===== config.mk =====
export PLATFORM = sky130hd
export DESIGN_NAME = alu_share_seq
export DESIGN_NICKNAME = d
export VERILOG_FILES = /design/src/rtl/alu_share_seq.sv
export SDC_FILE = /design/constraint.sdc
export NUM_CORES = 1
export LEC_CHECK = 0
export CORE_AREA = 2 2 90 92
export CTS_BUF_LIST = sky130_fd_sc_hd__clkbuf_2
export CTS_CLUSTER_DIAMETER = 50
export DETAILED_ROUTE_END_ITERATION = 10
export DIE_AREA = 0 0 92 94
export PLACE_DENSITY = 0.87
export SETUP_SLACK_MARGIN = 0.5
export SLEW_MARGIN = 20
export SYNTH_ARGS = -nofsm -noshare
export SYNTH_HDL_FRONTEND = slang
export SYNTH_SLANG_ARGS = --single-unit
export TNS_END_PERCENT = 1

===== constraint.sdc =====
create_clock -name clk -period 1.35 [get_ports clk]
set_input_delay 0.135 -clock clk [delete_from_list [all_inputs] [get_ports clk]]
set_output_delay 0.135 -clock clk [all_outputs]
set_load 0.01 [all_outputs]

===== src/rtl/alu_share_seq.sv =====
// Shares one external ALU between two requesters: round-robin grant, fixed-latency
// issue, result capture and a single tagged response channel with error screening.
module alu_share_seq #(
  parameter int DATA_W  = 16,
  parameter int RES_W   = 15,
  parameter int CMD_W   = 3,
  parameter int ALU_LAT = 2
) (
  input  logic              clk,
  input  logic              reset,
  input  logic              req0_valid,
  output logic              req0_ready,
  input  logic [CMD_W-1:0]  req0_cmd,
  input  logic [DATA_W-1:0] req0_a,
  input  logic [DATA_W-1:0] req0_b,
  input  logic              req1_valid,
  output logic              req1_ready,
  input  logic [CMD_W-1:0]  req1_cmd,
  input  logic [DATA_W-1:0] req1_a,
  input  logic [DATA_W-1:0] req1_b,
  output logic [DATA_W-1:0] alu_a,
  output logic [DATA_W-1:0] alu_b,
  output logic [CMD_W-1:0]  alu_cmd,
  input  logic [RES_W-1:0]  alu_result,
  output logic              rsp_valid,
  input  logic              rsp_ready,
  output logic              rsp_id,
  output logic [RES_W-1:0]  rsp_result,
  output logic              rsp_err
);

  typedef enum logic [1:0] {IDLE, ISSUE, RESP} state_t;

  state_t            state, state_nxt;
  logic [3:0]        lat_cnt;
  logic              last_grant;
  logic              grant;
  logic              accept;
  logic              sel_err;
  logic [CMD_W-1:0]  sel_cmd;
  logic [DATA_W-1:0] sel_a;
  logic [DATA_W-1:0] sel_b;

  // Alternate only under contention; a lone requester always wins.
  assign grant  = (req0_valid && req1_valid) ? ~last_grant : req1_valid;
  assign accept = (state == IDLE) && (req0_valid || req1_valid);

  assign req0_ready = (state == IDLE) && req0_valid && !grant;
  assign req1_ready = (state == IDLE) && req1_valid &&  grant;
  assign rsp_valid  = (state == RESP);

  assign sel_cmd = grant ? req1_cmd : req0_cmd;
  assign sel_a   = grant ? req1_a   : req0_a;
  assign sel_b   = grant ? req1_b   : req0_b;

  // Divide on a zero magnitude field (bit 0 is not part of the magnitude) or unused code.
  assign sel_err = (((sel_cmd == CMD_W'(5)) || (sel_cmd == CMD_W'(6))) &&
                    (sel_b[DATA_W-1:1] == '0)) ||
                   (sel_cmd == CMD_W'(7));

  always_ff @(posedge clk) begin
    // NOTE: sequential state uses non-blocking assignments so every register samples pre-edge values.
    if (reset) state <= IDLE;
    else       state <= state_nxt;
  end

  always_comb begin
    // NOTE: default first so no path through the case leaves state_nxt unassigned (no latch).
    state_nxt = state;
    case (state)
      IDLE:    if (accept) state_nxt = sel_err ? RESP : ISSUE;
      ISSUE:   if (lat_cnt == 4'd0) state_nxt = RESP;
      RESP:    if (rsp_ready) state_nxt = IDLE;
      default: state_nxt = IDLE;
    endcase
  end

  always_ff @(posedge clk) begin
    if (reset) begin
      alu_a      <= '0;
      alu_b      <= '0;
      alu_cmd    <= '0;
      rsp_id     <= 1'b0;
      rsp_result <= '0;
      rsp_err    <= 1'b0;
      lat_cnt    <= 4'd0;
      last_grant <= 1'b1;
    end else begin
      case (state)
        IDLE: begin
          if (accept) begin
            alu_cmd    <= sel_cmd;
            alu_a      <= sel_a;
            alu_b      <= sel_b;
            rsp_id     <= grant;
            last_grant <= grant;
            rsp_err    <= sel_err;
            rsp_result <= '0;
            lat_cnt    <= 4'(ALU_LAT - 1);
          end
        end
        ISSUE: begin
          if (lat_cnt == 4'd0) rsp_result <= alu_result;
          else                 lat_cnt    <= lat_cnt - 4'd1;
        end
        default: ;
      endcase
    end
  end

endmodule

==> results.txt <==
The run finished, with violations left. The checks that failed: negative setup slack. The number of clock sinks is 59. The final routed DRC violation total is 0. The library cell used most frequently in the layout, excluding fill and tap cells, is clkdlybuf4s50_1. After layout, the minimum clock period comes to 1.543 ns. The number of nets produced by synthesis came out at 385. The final number of setup-violating endpoints came out at 26. The kind of critical path is flip-flop to flip-flop. The share of layout cells above drive strength 1 came out at between 30% and 40%.

The fill cell total of the finished layout is 639. The hold path depth is 3. The total number of vias is ~2800. After clock tree synthesis, the clock-pin slew on the worst setup and hold paths is around 0.16 ns. The max-cap violation count is 0. The worst-case headroom to the max-slew limit is 72.77%. The number of standard cells in the final layout excluding fillers came out at 569. The standard cell area after detailed placement is ~0.0044 mm^2. The worst-case reg-to-reg path depth came out at 7.

The total track usage is 18.98%. The reported leakage power came out at 1.951 nW. The number of different library cells used by synthesis comes to 35. Across the routed clock network, the largest skew measured is 0.02197 ns. The clock latency on the worst-skew pair came out at 0.45 ns.

The worst hold margin is 0.05567 ns. The number of nets in the final layout is about 550. The category of the worst setup path capture point is a flip-flop. 0 antenna diodes ended up in the layout. The setup slack of the worst register-to-register path is -0.19 ns. The area of the mapped netlist came out at 0.002665 mm^2. Setup repair after global routing could not meet its margin everywhere. The clock tree buffer depth came out at 2. The count of placed standard cells including taps came out at 546. Leaving out fill and tap cells, the most frequent cells in the layout are clkdlybuf4s50_1, buf_6, dfxtp_2. The routability congestion estimate from global placement came out at ~0.78. Entering global routing, the biggest net connects 46 pins.

The sequential share of the synthesized area is around 44%. The launching point of the worst reg2reg path is lat_cnt[0]$_SDFFE_PP0P_. The required time at the worst-slack endpoint is between 1.5 and 2 ns.

The worst hold path begins at reset. The post-detailed-placement half-perimeter wirelength came out at 5874 um. The total power of the final layout came out at 5.862 mW. The clock tree synthesis step divided the H-tree into 3 levels. The finished cells cover 0.004816 mm^2.

The maximum ir drop on the vdd rail came out at 0.6025 mV. Each instance of the synthesized netlist takes up on average 9.096 um^2. The leftover overflow at the end of global routing is 0. The number of global-route vias before repair was 2925. The die is 92 um wide. The worst path uses 114.3% of the clock period. The number of DRC markers in iteration 0 is 80. The number of input and output port buffers inserted is ~140. The cell row count came out at 32. The endpoint identified for the worst register-to-register timing path is rsp_result[6]$_SDFFE_PP0P_.

Data arrives at the worst endpoint at approximately 1.9 ns. The peak fanout along the critical path came out at 8. The tree is rooted in a clkbuf_2. The first-pass GRT wire length is 13050 um.

The number of antenna-violating nets in the routed design is 0. The die area is 0.008648 mm^2. The final count of pins violating max slew came to 0.

The growth of design area from synthesis to finish is 80.70%. The highest clock rate is between 0.6 and 0.7 GHz. The number of instances in the synthesized netlist came out at 293. Traced cell by cell, the critical path runs through inv_2 > ha_4 > or3b_4 > nor2b_4 > buf_6 > nand2_1 > a21oi_2.

The startpoint type of the worst setup path is a flip-flop. The standard cell core area came out at about 0.0076 mm^2. The number of antenna violations at the first check in global routing is 0. The total of warnings raised by yosys came out at 0. TritonCTS built the clock tree. The kind of path behind the tightest hold check is input pin to flip-flop.

The final-report hold violation count is 0. Cells fill ~63% of the core in the end. For this configuration, the core starts out at a cell density of between 30% and 40%. The number of vias per cell is ~5. The path with the worst hold slack has its endpoint at rsp_err$_SDFFE_PP0P_. The slew at the pin closest to its max-slew limit is 0.4047 ns. The power density over cell area is approximately 1200 mW/mm^2.

The detailed-router iteration count before antenna repair is 4. The height of the die is 94 um. Counting flops and latches in the post-synthesis netlist gives 59. The delay of the slowest critical-path stage is around 0.42 ns. After detailed routing, the total wire length is 8223 um.

The slowest stage of the critical path belongs to the cell or3b_4. The minimum setup slack in the final design came out at -0.1933 ns. The count of pins on the block boundary came out at 145. The routed length per placed instance is 14.45 um. The clock buffer count from CTS is 9.
==> sequential cells by signal, indices dropped and copies added (netlist names) <==
signal and flops:
rsp_id 1, state 2, lat_cnt 4, alu_b 16
rsp_result 15, alu_cmd 3, rsp_err 1, alu_a 16
last_grant 1
==> what timing repair did <==
action	in CTS	in global routing
gates resized for setup	289	21
pin swaps	19	17
buffers inserted	3	0
hold buffers	3	0
hold endpoints to repair	5	0
gates cloned	1	0
setup endpoints to repair	114	114
==> worst max-delay path by stage <==
stage	from	end	slack, ns	cells past startpoint
2_1_floorplan	lat_cnt[0]$_SDFFE_PP0P_	rsp_result[5]$_SDFFE_PP0P_	-0.10	8
3_3_place_gp	req1_b[8]	state[0]$_SDFFE_PP0P_	-0.42	6
3_5_place_dp	req1_valid	alu_b[8]$_SDFFE_PP0P_	-0.44	6
4_1_cts	lat_cnt[1]$_SDFFE_PP0P_	rsp_result[4]$_SDFFE_PP0P_	-0.16	7
5_1_grt	lat_cnt[0]$_SDFFE_PP0P_	rsp_result[6]$_SDFFE_PP0P_	-0.27	7
6_report	lat_cnt[0]$_SDFFE_PP0P_	rsp_result[6]$_SDFFE_PP0P_	-0.19	7
==> critical path, delay by kind of cell (launching register included) <==
kind / cells / cell delay (ns)
AOI/OAI and AO/OA: 1 / 0.12
adders and majority gates: 1 / 0.11
buffers and inverters: 2 / 0.23
DFF: 1 / 0.36
and+or+nand+nor: 3 / 0.67
==> logic make-up (layout without fill, tap and decap cells) <==
family | Yosys count | in the layout | synth area share [%]
muxes | 36 | 36 | 13.71
adders and majority gates | 2 | 2 | 0.9388
DFF | 59 | 59 | 44.32
buffers and inverters | 29 | 203 | 6.385
AOI/OAI and AO/OA | 66 | 66 | 16.95
xor gates and xnor gates | 2 | 2 | 0.6574
and+or+nand+nor | 99 | 99 | 17.04
==> stage by stage <==
stage | setup TNS, ns | worst slack, ns
finish | -3.187 | -0.1933
global route | -6.115 | -0.2729
CTS | -3.115 | -0.1589
detailed placement | -19.35 | -0.4396
global placement | -17.25 | -0.4168
floorplan | -1.178 | -0.1042
==> report_power, final <==
group          internal, mW  switching [mW]  total, mW  leakage (nW)
clock network         0.796           0.641       1.44        0.0933
registers              2.05           0.184       2.23         0.498
logic                  1.23           0.967       2.19          1.36
total                  4.07            1.79       5.86          1.95
==> layer usage <==
layer	vias to the layer above	part of all wire (%)	global-route usage, %
li1	1394	-	-
met1	1298	39	19.96
met2	108	52	35.48
met3	10	7.5	5.939
met4	0	1.3	6.965
met5	-	0	0
==> synth_stat cells, drive strengths merged <==
library cell	instances	share of area, %
nor2	40	5.6
and3	1	0.23
mux2	1	0.56
inv	5	0.70
nor3	5	0.94
nand3	17	3.2
a211oi	36	10
nand3b	1	0.28
nor4	6	1.4
a32o	1	0.38
or3b	1	0.42
clkbuf	11	1.5
xor2	2	0.66
ha	2	0.94
nand2	21	3.0
nor2b	2	0.47
nand4	2	0.47
and2b	1	0.28
o21ai	4	0.75
o31a	1	0.33
o22ai	1	0.23
mux2i	35	13
o21ba	1	0.38
or3	1	0.23
a21boi	1	0.70
o21a	1	0.28
buf	13	4.1
nand2b	1	0.52
a21oi	20	3.8
dfxtp	59	44
==> cell type report <==
cell class                      count  area [um^2]  area share, %
Multi-Input combinational cell    205         1430          29.70
Clock buffer                       10        50.05          1.039
Timing Repair Buffer              182         1853          38.48
Sequential cell                    59         1232          25.59
Clock inverter                      6        103.9          2.156
Inverter                            5        18.77         0.3897
Tap cell                          102        127.6          2.650
Note: power is estimated with default switching activity, not from simulation.
